`src/rtl/fetch_queue.sv`:
```
// Instruction fetch queue between the fetch and decode stages.
// Carries {pc, instr, misalign} entries in order, with flush on redirect and a sticky overflow flag.
module fetch_queue #(
    parameter int DEPTH = 4,
    parameter int XLEN  = 32
) (
    input  logic            clk,
    input  logic            reset,
    input  logic            push_valid,
    input  logic [XLEN-1:0] push_pc,
    input  logic [XLEN-1:0] push_instr,
    output logic            push_ready,
    output logic            pop_valid,
    output logic [XLEN-1:0] pop_pc,
    output logic [XLEN-1:0] pop_instr,
    output logic            pop_misalign,
    input  logic            pop_ready,
    input  logic            flush,
    output logic [$clog2(DEPTH):0] count,
    output logic            overflow_err
);

    localparam int PW = $clog2(DEPTH);
    localparam int CW = PW + 1;
    localparam logic [CW-1:0] FULL_COUNT = CW'(DEPTH);

    logic [XLEN-1:0] mem_pc    [DEPTH];
    logic [XLEN-1:0] mem_instr [DEPTH];
    logic            mem_mis   [DEPTH];

    logic [PW-1:0] wr_ptr;
    logic [PW-1:0] rd_ptr;
    logic          push_fire;
    logic          pop_fire;

    // Handshake status depends only on the registered count, so neither
    // push_ready nor pop_valid can form a combinational loop with the neighbours.
    assign push_ready = (count != FULL_COUNT);
    assign pop_valid  = (count != '0);

    assign push_fire = push_valid && push_ready && !flush;
    assign pop_fire  = pop_valid && pop_ready && !flush;

    assign pop_pc       = pop_valid ? mem_pc[rd_ptr]    : '0;
    assign pop_instr    = pop_valid ? mem_instr[rd_ptr] : '0;
    assign pop_misalign = pop_valid ? mem_mis[rd_ptr]   : 1'b0;

    // NOTE: storage is cleared on reset so the queue powers up fully defined;
    // flush only rewinds pointers because stale entries are masked at the outputs.
    always_ff @(posedge clk) begin
        if (reset) begin
            for (int i = 0; i < DEPTH; i++) begin
                mem_pc[i]    <= '0;
                mem_instr[i] <= '0;
                mem_mis[i]   <= 1'b0;
            end
        end else if (push_fire) begin
            mem_pc[wr_ptr]    <= push_pc;
            mem_instr[wr_ptr] <= push_instr;
            mem_mis[wr_ptr]   <= (push_pc[1:0] != 2'b00);
        end
    end

    // NOTE: non-blocking assignments keep every register update tied to the
    // same edge, independent of statement order inside the block.
    always_ff @(posedge clk) begin
        if (reset) begin
            wr_ptr       <= '0;
            rd_ptr       <= '0;
            count        <= '0;
            overflow_err <= 1'b0;
        end else if (flush) begin
            wr_ptr       <= '0;
            rd_ptr       <= '0;
            count        <= '0;
            overflow_err <= 1'b0;
        end else begin
            if (push_fire) wr_ptr <= wr_ptr + PW'(1);
            if (pop_fire)  rd_ptr <= rd_ptr + PW'(1);
            case ({push_fire, pop_fire})
                2'b10:   count <= count + CW'(1);
                2'b01:   count <= count - CW'(1);
                default: count <= count;
            endcase
            if (push_valid && !push_ready) overflow_err <= 1'b1;
        end
    end

endmodule

```
`config.mk`:
```
export PLATFORM = sky130hd
export DESIGN_NAME = fetch_queue
export DESIGN_NICKNAME = d
export VERILOG_FILES = /design/src/rtl/fetch_queue.sv
export SDC_FILE = /design/constraint.sdc
export NUM_CORES = 1
export LEC_CHECK = 0
export ABC_AREA = 0
export CAP_MARGIN = 20
export CORE_ASPECT_RATIO = 0.8
export CORE_MARGIN = 2
export CORE_UTILIZATION = 60
export DETAILED_ROUTE_END_ITERATION = 8
export DONT_BUFFER_PORTS = 1
export GPL_ROUTABILITY_DRIVEN = 0
export GPL_TIMING_DRIVEN = 0
export PLACE_DENSITY_LB_ADDON = 0.25
export SYNTH_ARGS = -nofsm -noshare
export SYNTH_HDL_FRONTEND = slang
export SYNTH_SLANG_ARGS = --single-unit
export TNS_END_PERCENT = 30
```
`constraint.sdc`:
```
create_clock -name clk -period 8.2 [get_ports clk]
set_input_delay 0.82 -clock clk [delete_from_list [all_inputs] [get_ports clk]]
set_output_delay 0.82 -clock clk [all_outputs]
set_load 0.01 [all_outputs]
```
==> results_dict.tcl, run 1 <==
set metrics [dict create \
    setup_slack_ns 4.789 \
    drt_iter0_drc 727 \
    reg2reg_from "count[0]" \
    arrival_ns 2.59 \
    drv_slew 0 \
    p_per_area_nw_per_um2 213.4 \
    clk_pin_slew_ns 0.06 \
    worst_r2r_endpoint "mem_pc[3][24]" \
    fin_crit_sh_pct 41.60 \
    ios 140 \
    cp-end-kind "primary output" \
    period_needed_ns 3.411 \
    total_power_mw 2.899 \
    syn-num-nets 850 \
    antenna_found_initial 0 \
    relSlewSlack_pct 29.78 \
    insertion_delay_ns 0.52 \
    yosys.area.top_type_share_pct 63.46 \
    yosys.area.top_type "edfxtp_1" \
    post_dp_cell_area_sq_um 12770 \
    ys_seq_elements 270 \
    hold_viol 0 \
    netlist_instances 779 \
    cts-root-buf "clkbuf_16" \
    grtUsageTotal_pct 25.67 \
    cts.sinks 270 \
    synth_area_per_cell_sq_um 15.79 \
    setup_violations 0 \
    worstPathMaxFanout 10 \
    rows 46 \
    grt_pass1_vias 7393 \
    die_area_sq_um 21670 \
    synthTopCellsByArea "edfxtp_1 63%, mux4_2 12%, and3_1 9.8%, and2_1 6.6%, buf_6 2.5%" \
    htreeDepth 1 \
    hold_class "primary input to flip-flop" \
    multi_input_area_sq_um 3816 \
    peakVddDrop_mv 0.1596 \
    grt_pass1_wl_um 41900 \
    hold_buffers 0 \
    status "completed" \
    dp_hpwl_um 17200 \
    final.fill_count 1320 \
    remaining_drc_errors 0 \
    die_h_um 132.1 \
    leakage_nw 5.469 \
    min_to "overflow_err" \
    final_area_sq_um 13590 \
    required_ns 7.38 \
    drive_above_1_share_pct 17.33 \
    nNetsFinal 882 \
    crit_type "flip-flop to primary output" \
    reg2regPathDepth 4 \
    grt-ovfl-total 0 \
    grt_max_degree 60 \
    start_util_pct 61.60 \
    place_ws_ns 5.294 \
    hold_start "push_valid" \
    worst_slew_pin_slew_ns 1.051 \
    drtAntennaViolNets 0 \
    n_antenna_cell 0 \
    clockBufferDepth 3 \
    synthesis.area_sq_um 12300 \
    drtPass1Iterations 5 \
    core_sq_um 19970 \
    r2r_slack_ns 5.43 \
    die_w_um 164.1 \
    viasPerCell 6.384 \
    fmax_ghz 0.2931 \
    cts_buffers 26 \
    fin_worst_skew_ns 0.009695 \
    tritoncts "built" \
    setup_tns_ns 0 \
    drt-total-wl_um 27390 \
    start_kind "flip-flop" \
    ys_warn_count 0 \
    synthToLayoutAreaGrowth_pct 10.42 \
    wl_per_cell_um 25.01 \
    ctsResizeCount 0 \
    post-cts-setup-buffers 0 \
    maxCapViolations 0 \
    regArea_sq_um 8008 \
    synth_seq_area_share_pct 65.09 \
    ys_types 34 \
    vias 6991 \
    min_path_cells 2 \
    portBuffers 0 \
    grt_setup_unrepaired "no" \
]
-- registers in the layout, indices dropped and copies added (netlist names), named ones only --
name	flops
count	3
mem_instr	128
mem_mis	4
mem_pc	128
overflow_err	1
rd_ptr	2
wr_ptr	2
-- placed cells by master (no fill, tap or decap), types with 5 or more instances in the layout --
cell type,count
edfxtp_1,260
and3_1,192
and2_1,129
mux4_2,65
clkbuf_1,40
buf_6,27
clkbuf_16,27
nor2_1,13
dfxtp_1,10
clkinv_1,7
buf_4,5
buf_1,5
-- critical path: stages, from the launching register on --
cell and delay (ns):
dfxtp_1 0.55, or3_1 0.24, clkbuf_1 0.55, clkbuf_1 0.43, and2_1 0.29
-- synth_stat cells (all sizes together) --
library cell,n
mux2i,1
o311ai,1
a31o,1
ha,1
o21ai,1
edfxtp,260
nor4,1
or3,3
a21o,3
a21oi,3
nor2b,2
o211ai,1
buf,40
mux4,65
and3,193
nor2,13
nand4,1
clkbuf,31
nand2,3
xor2,4
or2,1
dfxtp,10
o31ai,1
nand3,1
fa,1
nor3b,3
and2,129
inv,5
-- layer usage --
| layer | vias to the layer above | global-route usage (%) | wire [um] | part of all wire, % |
|---|---|---|---|---|
| li1 | 3057 | - | - | - |
| met1 | 3547 | 35.56 | 10700 | 39 |
| met2 | 345 | 41.03 | 13460 | 49 |
| met3 | 42 | 6.543 | 2675 | 9.8 |
| met4 | 0 | 6.969 | 557 | 2.0 |
| met5 | - | 0 | 0 | 0 |
-- final cells by class --
class                   count  share of cell area [%]
clock buffers              36                   5.222
flip-flops and latches    270                   58.94
clock inverters            12                  0.7460
inverters                   5                  0.1381
well taps                 264                   2.431
repair buffers              4                  0.8105
plain buffers              71                   3.619
multi-input cells         433                   28.09
-- cells by family (layout without fill, tap and decap cells) --
group           Yosys count  in the layout  synth area share [%]
simple gates            350            350                 17.62
flops                   270            270                 65.09
buf+inv                  76            128                 4.149
mux                      66             66                 11.98
compound gates           11             11                0.6102
xor+xnor                  4              4                0.2847
fa+ha+maj                 2              2                0.2644
-- power breakdown --
group          total, mW  switching, mW  internal (mW)
combinational      0.162         0.0962         0.0657
sequential          1.59         0.0169           1.58
clock               1.14          0.479          0.664
total               2.90          0.592           2.31
-- metrics by stage --
stage	instances	hold WS [ns]	util, %
3_3_place_gp	1043	0.5104	63.26
2_1_floorplan	779	0.4847	-
3_5_place_dp	1047	0.5233	63.96
6_report	1095	0.4502	68.02
5_1_grt	1095	0.4595	68.02
4_1_cts	1095	0.4306	68.02
-- how the worst max path moves through the flow --
stage | from | to | slack, ns | cells after the start
6_report | count[0] | pop_pc[22] | 4.79 | 4
5_1_grt | count[0] | pop_pc[22] | 4.59 | 4
4_1_cts | count[0] | pop_pc[22] | 4.73 | 4
3_5_place_dp | count[0] | pop_pc[22] | 5.29 | 4
3_3_place_gp | flush | mem_instr[1][7] | 3.92 | 2
2_1_floorplan | flush | mem_instr[0][0] | 5.02 | 2
No activity file was read; power rests on OpenSTA's default activity.
==> inputs of run 2 (changes only) <==
--- a/config.mk
+++ b/config.mk
@@ -9,7 +9,7 @@
 export CAP_MARGIN = 20
 export CORE_ASPECT_RATIO = 0.8
 export CORE_MARGIN = 2
-export CORE_UTILIZATION = 60
+export CORE_UTILIZATION = 57
 export DETAILED_ROUTE_END_ITERATION = 8
 export DONT_BUFFER_PORTS = 1
 export GPL_ROUTABILITY_DRIVEN = 0
==> constraint.sdc (replaced) <==
create_clock -name clk -period 3.1 [get_ports clk]
set_input_delay 0.31 -clock clk [delete_from_list [all_inputs] [get_ports clk]]
set_output_delay 0.31 -clock clk [all_outputs]
set_load 0.01 [all_outputs]
==> run 2 against run 1 <==
Net effect: hold slack worse by 0.45 ns; first-iteration DRC count up 8.0%; clock-buffer cell count down 3; critical path type unchanged; largest cell class unchanged; largest power group unchanged.
==> results_dict.tcl, run 2 (synthesis results as in run 1) <==
set metrics [dict create \
    cp_num_buf_inv 1 \
    grt-ovfl-total 0 \
    drtAntennaViolNets 0 \
    clockBufferDepth 3 \
    status "completed" \
    remaining_drc_errors 0 \
    die_area_sq_um 22780 \
    mostFrequentLayoutCells "260 x edfxtp_1, 192 x and3_1, 129 x and2_1" \
    setup_violations 0 \
    antenna_found_initial 0 \
    top_regs "mem_instr: 128 flops, mem_pc: 128 flops, mem_mis: 4 flops" \
    maxCapViolations 0 \
    slowest_stage "or3_1" \
    drive_above_1_share_pct 16.94 \
    ios 140 \
    drv_slew 0 \
    start_util_pct 57.54 \
    grt_pass1_vias 7891 \
    finalHoldWorstSlack_ns 0.004194 \
    mostFrequentLayoutCell "edfxtp_1" \
    htreeDepth 1 \
    wl_per_cell_um 24.70 \
    portBuffers 0 \
    p_per_area_nw_per_um2 553.8 \
    utilization_pct 67.52 \
    fmax_ghz 0.3509 \
    cts_buffers 28 \
    grtUsageTotal_pct 25.96 \
    period_needed_ns 2.850 \
    relSlewSlack_pct 35.25 \
    drt-total-wl_um 29260 \
    grt_setup_unrepaired "no" \
    cts-root-buf "clkbuf_16" \
    crit_type "flip-flop to primary output" \
    r2r_slack_ns 0.34 \
    required_ns 2.79 \
    die_w_um 168.3 \
    arrival_ns 2.54 \
    rows 48 \
    setup_tns_ns 0 \
    nNetsFinal 959 \
    dp_hpwl_um 17560 \
    final.fill_count 1451 \
    worst_slew_pin_slew_ns 0.9692 \
    core_sq_um 21380 \
    die_h_um 135.4 \
    critPathTopFamily "simple AND/OR/NAND/NOR gates" \
    cts.sinks 270 \
    grt_pass1_wl_um 44460 \
    hold_class "primary input to flip-flop" \
    tritoncts "built" \
    fin_crit_sh_pct 91.92 \
    drt_iter0_drc 785 \
    start_kind "flip-flop" \
    insertion_delay_ns 0.53 \
    worstPathMaxFanout 12 \
    hold_viol 0 \
    peakVddDrop_mv 0.3807 \
    path_cells "or3_1 -> clkbuf_1 -> and2_1" \
    vias 7395 \
    leakage_nw 5.816 \
    cp-end-kind "primary output" \
    synthToLayoutAreaGrowth_pct 17.34 \
    fin_worst_skew_ns 0.008260 \
    clk_pin_slew_ns 0.06 \
    grt_max_degree 60 \
    cp_slowest_stage_delay_ns 0.65 \
    drtPass1Iterations 5 \
    viasPerCell 6.241 \
]
## run 2: cell types whose count changed in the layout (fill, tap and decap cells not counted)
cell           delta
clkinvlp_4        +4
inv_6             +1
clkinv_2          +3
clkbuf_16         +2
dlygate4sd3_1    +76
diode_2           +1
clkbuf_1          -6
clkinv_1          -2
## run 2: repair_timing
item | 4_1_cts | 5_1_grt
setup endpoints to repair | 0 | 6
hold buffers | 69 | 7
buffers inserted | 0 | 0
resized for setup | 0 | 0
endpoints found under the hold margin | 227 | 7
## run 2: layer usage
| layer | routed length (um) | vias up | track usage (%) |
|---|---|---|---|
| li1 | - | 3217 | - |
| met1 | 12010 | 3754 | 36.73 |
| met2 | 14280 | 369 | 42.14 |
| met3 | 2411 | 55 | 4.996 |
| met4 | 569 | 0 | 7.136 |
| met5 | 0 | - | 0 |
## run 2: metrics by stage
stage | std cells | total power [mW] | cell area, sq um | worst slack (ns)
CTS | 1178 | 8.005 | 14370 | 0.08330
global route | 1184 | 8.208 | 14430 | 0.1363
finish | 1185 | 7.995 | 14440 | 0.2503
global placement | 1054 | 4.693 | 12650 | -1.021
floorplan | 779 | 4.565 | 12300 | 0.1567
detailed placement | 1058 | 4.725 | 12790 | 0.3445
## run 2: final timing paths
check,end,depth (start not counted),startpoint
max reg2reg,mem_pc[3][17],4,count[0]
min reg2reg,flip-flop,2,rd_ptr[0]
max,pop_instr[22],3,count[0]
min,mem_pc[1][8],1,push_pc[8]
## run 2: worst register-to-register path, stage by stage (launching register included)
cell and delay [ns]:
dfxtp_1 0.54, nor3b_4 0.11, nor3b_1 0.79, a31o_4 0.67
buf_16 0.30
## run 2: area by class of cell
type / count / area, sq um / share of cell area [%]
well taps: 275 / 344.1 / 2.383
flip-flops and latches: 270 / 8008 / 55.47
plain buffers: 70 / 488.0 / 3.380
clock inverters: 18 / 147.6 / 1.023
inverters: 5 / 18.77 / 0.1300
repair buffers: 80 / 870.8 / 6.032
multi-input cells: 433 / 3816 / 26.43
clock buffers: 33 / 740.7 / 5.131
diodes: 1 / 2.502 / 0.01733
## run 2: report_power, final
part,leakage [nW],switching [mW],internal (mW)
Combinational,2.61,0.296,0.239
Sequential,2.78,0.0458,4.17
Clock,0.427,1.38,1.87
Total,5.82,1.72,6.28
